==> src/rtl/instruction_memory_loader_if.sv <==
// Byte-stream input and instruction-memory write port of the loader.
// master = loader side, slave = stream source plus memory.
interface instruction_memory_loader_if #(
  parameter int unsigned ADDR_WIDTH = 8
);
  logic [7:0]            rx_data;
  logic                  rx_valid;
  logic                  rx_ready;
  logic                  mem_we;
  logic [ADDR_WIDTH-1:0] mem_addr;
  logic [31:0]           mem_wdata;

  modport master (
    input  rx_data, rx_valid,
    output rx_ready, mem_we, mem_addr, mem_wdata
  );

  modport slave (
    output rx_data, rx_valid,
    input  rx_ready, mem_we, mem_addr, mem_wdata
  );
endinterface

==> src/rtl/instruction_memory_loader.sv <==
// Loads a program into instruction memory from a byte stream:
// 16-bit big-endian word count, 4*N big-endian data bytes, XOR checksum byte.
module instruction_memory_loader #(
  parameter int unsigned ADDR_WIDTH = 8
) (
  input  logic                            clk,
  input  logic                            reset_n,
  input  logic                            start,
  instruction_memory_loader_if.master     bus,
  output logic                            cpu_hold,
  output logic                            busy,
  output logic                            done,
  output logic                            error
);

  typedef enum logic [2:0] {
    S_IDLE,
    S_LEN_HI,
    S_LEN_LO,
    S_DATA,
    S_CHK,
    S_DONE
  } state_t;

  localparam logic [16:0]           CAPACITY = 17'(1) << ADDR_WIDTH;
  localparam logic [ADDR_WIDTH:0]   WORD_ONE = 1;

  state_t                state_q, state_d;
  logic [15:0]           len_q, len_d;
  logic [ADDR_WIDTH:0]   word_q, word_d;
  logic [1:0]            byte_q, byte_d;
  logic [23:0]           asm_q, asm_d;
  logic [7:0]            chk_q, chk_d;
  logic                  rx_ready_q, rx_ready_d;
  logic                  mem_we_q, mem_we_d;
  logic [ADDR_WIDTH-1:0] mem_addr_q, mem_addr_d;
  logic [31:0]           mem_wdata_q, mem_wdata_d;
  logic                  busy_q, busy_d;
  logic                  done_q, done_d;
  logic                  error_q, error_d;

  logic                  xfer;
  logic [15:0]           len_rx;

  assign xfer   = bus.rx_valid & rx_ready_q;
  assign len_rx = {len_q[15:8], bus.rx_data};

  always_comb begin
    state_d     = state_q;
    len_d       = len_q;
    word_d      = word_q;
    byte_d      = byte_q;
    asm_d       = asm_q;
    chk_d       = chk_q;
    mem_we_d    = 1'b0;
    mem_addr_d  = mem_addr_q;
    mem_wdata_d = mem_wdata_q;
    done_d      = 1'b0;
    error_d     = error_q;

    unique case (state_q)
      S_IDLE: begin
        if (start) begin
          state_d = S_LEN_HI;
          error_d = 1'b0;
          chk_d   = '0;
          word_d  = '0;
          byte_d  = '0;
        end
      end
      S_LEN_HI: begin
        if (xfer) begin
          len_d[15:8] = bus.rx_data;
          state_d     = S_LEN_LO;
        end
      end
      S_LEN_LO: begin
        if (xfer) begin
          len_d = len_rx;
          if (len_rx == 16'd0) begin
            state_d = S_CHK;
          end else if ({1'b0, len_rx} > CAPACITY) begin
            // Oversized program: abort before touching memory, leave the rest of the stream unread.
            error_d = 1'b1;
            done_d  = 1'b1;
            state_d = S_IDLE;
          end else begin
            state_d = S_DATA;
          end
        end
      end
      S_DATA: begin
        if (xfer) begin
          chk_d  = chk_q ^ bus.rx_data;
          asm_d  = {asm_q[15:0], bus.rx_data};
          byte_d = byte_q + 2'd1;
          if (byte_q == 2'd3) begin
            mem_we_d    = 1'b1;
            mem_addr_d  = word_q[ADDR_WIDTH-1:0];
            mem_wdata_d = {asm_q, bus.rx_data};
            word_d      = word_q + WORD_ONE;
            if (17'(word_q) + 17'd1 == {1'b0, len_q}) state_d = S_CHK;
          end
        end
      end
      S_CHK: begin
        if (xfer) begin
          if (bus.rx_data != chk_q) error_d = 1'b1;
          state_d = S_DONE;
        end
      end
      S_DONE: state_d = S_IDLE;
      default: state_d = S_IDLE;
    endcase

    // Status outputs are registered copies of the next-state decode.
    rx_ready_d = (state_d == S_LEN_HI) || (state_d == S_LEN_LO) ||
                 (state_d == S_DATA)   || (state_d == S_CHK);
    busy_d     = (state_d != S_IDLE);
    done_d     = done_d | (state_d == S_DONE);
  end

  always_ff @(posedge clk or negedge reset_n) begin
    if (!reset_n) begin
      state_q     <= S_IDLE;
      len_q       <= '0;
      word_q      <= '0;
      byte_q      <= '0;
      asm_q       <= '0;
      chk_q       <= '0;
      rx_ready_q  <= 1'b0;
      mem_we_q    <= 1'b0;
      mem_addr_q  <= '0;
      mem_wdata_q <= '0;
      busy_q      <= 1'b0;
      done_q      <= 1'b0;
      error_q     <= 1'b0;
    end else begin
      state_q     <= state_d;
      len_q       <= len_d;
      word_q      <= word_d;
      byte_q      <= byte_d;
      asm_q       <= asm_d;
      chk_q       <= chk_d;
      rx_ready_q  <= rx_ready_d;
      mem_we_q    <= mem_we_d;
      mem_addr_q  <= mem_addr_d;
      mem_wdata_q <= mem_wdata_d;
      busy_q      <= busy_d;
      done_q      <= done_d;
      error_q     <= error_d;
    end
  end

  assign bus.rx_ready  = rx_ready_q;
  assign bus.mem_we    = mem_we_q;
  assign bus.mem_addr  = mem_addr_q;
  assign bus.mem_wdata = mem_wdata_q;
  assign cpu_hold      = busy_q;
  assign busy          = busy_q;
  assign done          = done_q;
  assign error         = error_q;

endmodule

==> src/flat_wrapper.sv <==
// flat-port wrapper written by rule: the top's interface ports become plain ports
module instruction_memory_loader_flat 
#(
  parameter int unsigned ADDR_WIDTH = 8
)
  (clk, reset_n, start, cpu_hold, busy, done, error, bus_rx_data, bus_rx_valid, bus_rx_ready, bus_mem_we, bus_mem_addr, bus_mem_wdata);
  instruction_memory_loader_if #(.ADDR_WIDTH(ADDR_WIDTH)) bus_i ();
  input  logic clk;
  input  logic reset_n;
  input  logic start;
  output logic cpu_hold;
  output logic busy;
  output logic done;
  output logic error;
  input wire logic [$bits(bus_i.rx_data)-1:0] bus_rx_data;
  input wire logic [$bits(bus_i.rx_valid)-1:0] bus_rx_valid;
  output wire logic [$bits(bus_i.rx_ready)-1:0] bus_rx_ready;
  output wire logic [$bits(bus_i.mem_we)-1:0] bus_mem_we;
  output wire logic [$bits(bus_i.mem_addr)-1:0] bus_mem_addr;
  output wire logic [$bits(bus_i.mem_wdata)-1:0] bus_mem_wdata;
  assign bus_i.rx_data = bus_rx_data;
  assign bus_i.rx_valid = bus_rx_valid;
  assign bus_rx_ready = bus_i.rx_ready;
  assign bus_mem_we = bus_i.mem_we;
  assign bus_mem_addr = bus_i.mem_addr;
  assign bus_mem_wdata = bus_i.mem_wdata;
  instruction_memory_loader #(.ADDR_WIDTH(ADDR_WIDTH)) u_core (.clk(clk), .reset_n(reset_n), .start(start), .bus(bus_i), .cpu_hold(cpu_hold), .busy(busy), .done(done), .error(error));
endmodule
==> config.mk <==
export PLATFORM = sky130hd
export DESIGN_NAME = instruction_memory_loader_flat
export DESIGN_NICKNAME = d
export VERILOG_FILES = /design/src/rtl/instruction_memory_loader_if.sv /design/src/rtl/instruction_memory_loader.sv /design/src/flat_wrapper.sv
export SDC_FILE = /design/constraint.sdc
export NUM_CORES = 1
export LEC_CHECK = 0
export CORE_UTILIZATION = 55
export DETAILED_ROUTE_END_ITERATION = 12
export PLACE_DENSITY = 0.79
export SLEW_MARGIN = 20
export SYNTH_ARGS = -nofsm -noshare
export SYNTH_HDL_FRONTEND = slang
export SYNTH_SLANG_ARGS = --single-unit
==> constraint.sdc <==
create_clock -name clk -period 2.5 [get_ports clk]
set_input_delay 0.5 -clock clk [delete_from_list [all_inputs] [get_ports clk]]
set_output_delay 0.5 -clock clk [all_outputs]
set_load 0.005 [all_outputs]
# After elaboration in Yosys (flattened, before gate mapping)
# Cells that the tools add are included.
[totals] regBits=107 in_bits=12 output_inout_bits=46 elab_cells=93
[op_classes] add_sub_neg=3 n_lt_le_gt_ge=1 n_eq_ne=20 n_mux=36 n_bitwise=4 reduce_logical=15
[op_table] op="$pmux W8 S2" n=2
[op_table] op="$mux W9" n=3
[op_table] op="$mux W3" n=8
[op_table] op="$mux W8" n=3
[op_table] op="$pmux W9 S2" n=1
[op_table] op="$eq A17 B16 Y1" n=1
[op_table] op="$gt A16 B9 Y1 const B" n=1
[op_table] op="$logic_not A16 Y1" n=1
[op_table] op="$pmux W3 S5" n=1
[op_table] op="$mux W1" n=13
[op_table] op="$eq A3 B2 Y1 const B" n=4
[op_table] op="$ne A2 B1 Y1 const B" n=6
[op_table] op="$add A9 B1 Y10 const B" n=1
[op_table] op="$add A9 B1 Y9 const B" n=1
[op_table] op="$eq A3 B3 Y1 const B" n=3
[op_table] op="$reduce_and A3 Y1" n=3
[op_table] op="$ne A8 B8 Y1" n=1
[op_table] op="$xor A8 B8 Y8" n=1
[op_table] op="$reduce_and A7 Y1" n=1
[op_table] op="$eq A3 B1 Y1 const B" n=2
[op_table] op="$mux W2" n=3
[op_table] op="$reduce_bool A3 Y1" n=2
[op_table] op="$ne A2 B2 Y1 const B" n=2
[op_table] op="$pmux W2 S2" n=1
[op_table] op="other kinds (11)" n=14

# Logic depth before layout (Yosys ltp)
[depth] word_depth=10 depth_mapped=9 mapped_depth_nobuf=6

# Least setup slack after synthesis
# OpenSTA, ideal clock, no wires.
[synth_timing] path_type="register to register" startpoint="register u_core.word_q[0]" endpoint="register u_core.state_q[1]" setup_time_ns=0.147 t_arrival_ns=1.954 required_time_ns=2.353 setup_slack_ns=0.399 path_stages_with_launch=7 path_buffers=0 synth_period_minus_slack_ns=2.101 cell_sequence="dfrtp_1 > ha_1 > xor2_1 > a221o_1 > or4_1 > nor4_2 > a41oi_1"
[synth_via] elab_chain_cells=6
[synth_lines] element="from (decl)" line_no="instruction_memory_loader.sv:30" rtl="logic [ADDR_WIDTH:0] word_q, word_d;"
[synth_lines] element="from (signal assigned)" line_no="instruction_memory_loader.sv:141" rtl="word_q <= word_d;"
[synth_lines] element="$add A9 B1 Y10" line_no="instruction_memory_loader.sv:102" rtl="if (17'(word_q) + 17'd1 == {1'b0, len_q}) state_d = S_CHK;"
[synth_lines] element="$eq A17 B16 Y1" line_no="instruction_memory_loader.sv:102"
[synth_lines] element="$mux W3" line_no="instruction_memory_loader.sv:102"
[synth_lines] element="$mux W3" line_no="instruction_memory_loader.sv:97" rtl="if (byte_q == 2'd3) begin"
[synth_lines] element="$mux W3" line_no="instruction_memory_loader.sv:93" rtl="if (xfer) begin"
[synth_lines] element="$pmux W3 S5" line_no="instruction_memory_loader.sv:61" rtl="unique case (state_q)"
[synth_lines] element="net u_core.state_d[1]" line_no="instruction_memory_loader.sv:28" rtl="state_t state_q, state_d;"
[synth_lines] element="to (signal assigned)" line_no="instruction_memory_loader.sv:139" rtl="state_q <= state_d;"
[synth_lines] element="to (decl)" line_no="instruction_memory_loader.sv:28"
# The timed path passes the listed nets, and every way through them passes these cells.
# A chain may end at the register's enable or synchronous reset.

# Worst setup path in the final report
[layout_timing] startpoint="register u_core.word_q[1]" endpoint="register u_core.state_q[1]"
# Same word-level chain as after synthesis.

==> summary.txt <==
Setup path
  • Crit path arrival time: 2.54 ns
  • Startpoint of the worst register-to-register path: u_core.word_q[1]
  • Worst EP required: 2.74 ns
  • Slowest stage delay, CP: 0.43 ns
  • Maximum fanout encountered on the critical timing path: 5
  • Cell Chain, Critical Path: ha_1 > xor2_1 > a221o_1 > or4_1 > nor4_2 > a41oi_1
  • Reg2Reg Setup Slack: 0.20 ns
  • Endpoint type of the worst setup path: flip-flop
  • Crit start category: flip-flop
  • Reg-to-reg endpoint: u_core.state_q[1]
  • Worst-path cell with the longest stage delay: sky130_fd_sc_hd__dfrtp_1
  • Worst Path Class, Setup: reg2reg
  • Worst-case reg-to-reg path depth: 6

Place
  • Placed Instances: 667
  • PortBufs: 57
  • Routability cong.: 0.884
  • Estimated wirelength of the detail-placed design: 7.62 mm

Clock tree
  • Clock Pin Slew Worst Setup and Hold Paths: 0.10 ns
  • Clk root buf: sky130_fd_sc_hd__clkbuf_8
  • CTS Hold Bufs: 0
  • Clk buf depth: 2
  • Post-cts gate resize count: 0
  • Latest clock arrival within the worst-skew pair: 0.37 ns
  • Number of buffers inserted during clock tree synthesis: 9
  • Htree depth: 3
  • TritonCTS clock tree: yes
  • Clk sinks: 107
  • Post-CTS setup buffers: 0

Run
  • Number of max-cap violations: 0

Pwr
  • Power Density: 897 nW/µm²
  • Static Leak: 2.79 nW
  • Largest voltage drop on the vdd net: 0.000596 V
  • Tot Pwr: 0.00514 W

STA
  • Total setup violations reported at the end of the flow: 0
  • Unrepaired setup endpoints after global routing: no
  • Worst slew margin: 45.8%
  • Clock skew: 0.00737 ns
  • Setup TNS: 0 ns
  • Hold violation total from the final report: 0
  • Minimum period implied by the final worst setup slack: 2.30 ns
  • Final clock period utilization by the worst path: 92.0%
  • Maximum frequency from static timing analysis: 435 MHz
  • Pins Over Slew Limit: 0
  • Least-Margin Pin Slew: 0.811 ns

Floorplan
  • Total I/O pin count: 58
  • Initial standard-cell utilization of the core: 57.2%
  • Chip Height: 94.9 µm
  • Chip Width: 94.9 µm
  • Row Count: 33
  • Total Die Area: 9010 µm²
  • Area of the core region: 8300 µm²

Route
  • Via density: 5.56
  • Routed vias: 3793
  • Pre-antenna DRT Iters: 6
  • Wire length reported by the detailed router: 11.1 mm
  • Average routed wire per standard cell: 16.3 µm
  • DRC viols: 0
  • Number of DRC markers after the initial detailed-route iteration: 253
  • Remaining antenna violation count: 0

Global route
  • Pin count of the biggest net entering global routing: 52
  • Initial antenna violation count: 0
  • GRT Residual Overflow: 0
  • Vias in the first global route: 3775
  • Global-route wire length before repair: 18.9 mm
  • Total GRT Usage: 28.0%

Yosys
  • Proportion of synthesized chip area in sequential cells: 56.4%
  • Post-Synthesis Net Count: 527
  • Flop and latch count out of synthesis: 107
  • Synth Area in Simple Gates: 25.7%
  • Synthesized-area fraction occupied by ao, oa, aoi and oai cells: 7.56%
  • Average footprint of a synthesized cell: 9.26 µm²
  • Post-Syn Area: 4750 µm²
  • Most instantiated flip-flop cell in the synthesis netlist: sky130_fd_sc_hd__dfrtp_1
  • Async S/R FF share, synth: 100%
  • Count of flip-flops with a built-in enable after synthesis: 0
  • Number of different library cells in the post-synthesis netlist: 53
  • Combinational family with the most area after synthesis: simple AND/OR/NAND/NOR gates
  • Number of synthesis warnings: 0
  • Xor and xnor fraction of the mapped netlist area: 3.32%
  • Adder-cell area share of the yosys netlist: 0.527%
  • Portion of netlist area occupied by mux cells: 3.56%
  • Post-synthesis cell count: 513

Final layout
  • Number of inserted diodes: 0
  • Number of standard cells in the final layout excluding fillers: 682
  • Layout Area Growth over Synthesis: 20.5%
  • Total Nets Final: 587
  • Fraction of final layout cells sized beyond drive strength 1: 9.88%

Min path
  • HP Class: in2async

Status
  • Run status: finished clean
-- worst max path at each step --
stage,startpoint,end,slack (ns),depth (start not counted)
after floorplan,u_core.word_q[0],u_core.state_q[1],0.40,6
after global placement,bus_rx_valid,u_core.state_q[1],0.09,6
after detailed placement,bus_rx_valid,u_core.state_q[1],0.03,6
after CTS,u_core.word_q[1],u_core.state_q[1],0.20,6
after global routing,u_core.word_q[1],u_core.state_q[1],0.09,6
final,u_core.word_q[1],u_core.state_q[1],0.20,6
-- critical path, delay by kind of cell (launching register included) --
kind,cells,cell delay [ns]
compound gates,2,0.43
fa+ha+maj,1,0.34
flops,1,0.43
xor+xnor,1,0.18
simple gates,2,0.78
-- cells in the mapped netlist, types with 4 or more instances --
| cell type | number | share of area [%] |
|---|---|---|
| sky130_fd_sc_hd__o21ai_1 | 28 | 3.0 |
| sky130_fd_sc_hd__mux2_2 | 15 | 3.6 |
| sky130_fd_sc_hd__xnor2_1 | 8 | 1.5 |
| sky130_fd_sc_hd__clkbuf_1 | 12 | 0.95 |
| sky130_fd_sc_hd__dfrtp_1 | 107 | 56 |
| sky130_fd_sc_hd__a21oi_1 | 5 | 0.53 |
| sky130_fd_sc_hd__buf_2 | 10 | 1.1 |
| sky130_fd_sc_hd__nand3_1 | 8 | 0.84 |
| sky130_fd_sc_hd__o21ai_0 | 8 | 0.84 |
| sky130_fd_sc_hd__nand3b_1 | 4 | 0.63 |
| sky130_fd_sc_hd__nand2b_1 | 10 | 1.3 |
| sky130_fd_sc_hd__nor4_1 | 4 | 0.53 |
| sky130_fd_sc_hd__nand2_1 | 209 | 17 |
| sky130_fd_sc_hd__nor2_1 | 20 | 1.6 |
| sky130_fd_sc_hd__xor2_1 | 10 | 1.8 |
-- cell usage in the layout, fill, tap and decap left out, types with 10 or more instances in the layout --
cell type / instances
sky130_fd_sc_hd__nand2b_1: 10
sky130_fd_sc_hd__buf_4: 16
sky130_fd_sc_hd__clkdlybuf4s50_1: 56
sky130_fd_sc_hd__o21ai_1: 28
sky130_fd_sc_hd__dfrtp_1: 107
sky130_fd_sc_hd__clkbuf_8: 11
sky130_fd_sc_hd__nor2_1: 20
sky130_fd_sc_hd__nand2_1: 209
sky130_fd_sc_hd__xor2_1: 10
sky130_fd_sc_hd__mux2_2: 15
-- registers in the layout, summed over array words and instances, names as in the netlist --
name and cells:
u_core.bus.rx_ready 1, u_core.bus.mem_we 1, u_core.error 1, u_core.done 1, u_core.bus.mem_addr 8, u_core.len_q 16, u_core.busy 1, u_core.asm_q 24
u_core.bus.mem_wdata 32, u_core.word_q 9, u_core.byte_q 2, u_core.chk_q 8, u_core.state_q 3
-- metrics by stage --
step,worst slack (ns),hold slack [ns],instance area (µm²),util (%)
6_report,0.200,0.0933,5720,68.9
2_1_floorplan,0.399,0.204,4750,-
4_1_cts,0.200,0.106,5720,68.9
5_1_grt,0.0898,0.134,5720,68.9
3_3_place_gp,0.0942,0.453,5520,66.5
3_5_place_dp,0.0276,0.454,5520,66.5
-- routing by layer --
metal | GRT usage (%) | vias up | wire length [µm]
met4 | 11.6 | 0 | 240
li1 | - | 1801 | -
met2 | 44.7 | 110 | 5420
met1 | 38.3 | 1861 | 4940
met5 | 0 | - | 0
met3 | 4.35 | 21 | 542
-- layout make-up --
type	instances	area (µm²)
Tap cell	105	131
Clock inverter	4	48.8
Clock buffer	11	151
Sequential cell	107	2680
Timing Repair Buffer	76	761
Multi-Input combinational cell	375	1940
Fill cell	660	2580
Inverter	4	15.0
-- report_power, final --
part	internal [W]	switching (W)	leakage (nW)	total (W)
Sequential	0.00220	0.000407	1.42	0.00261
Clock	0.000513	0.000580	0.106	0.00109
Combinational	0.000722	0.000712	1.26	0.00143
Total	0.00344	0.00170	2.79	0.00514
-- kinds of logic (layout without fill, tap and decap cells) --
family	Yosys count	in the layout
flip-flops	107	107
adder cells (fa/ha/maj)	2	2
AO/OA/AOI/OAI	60	60
buffers and inverters	31	95
AND/OR/NAND/NOR	280	280
XOR/XNOR	18	18
multiplexers	15	15
No activity file was read; power rests on OpenSTA's default activity.
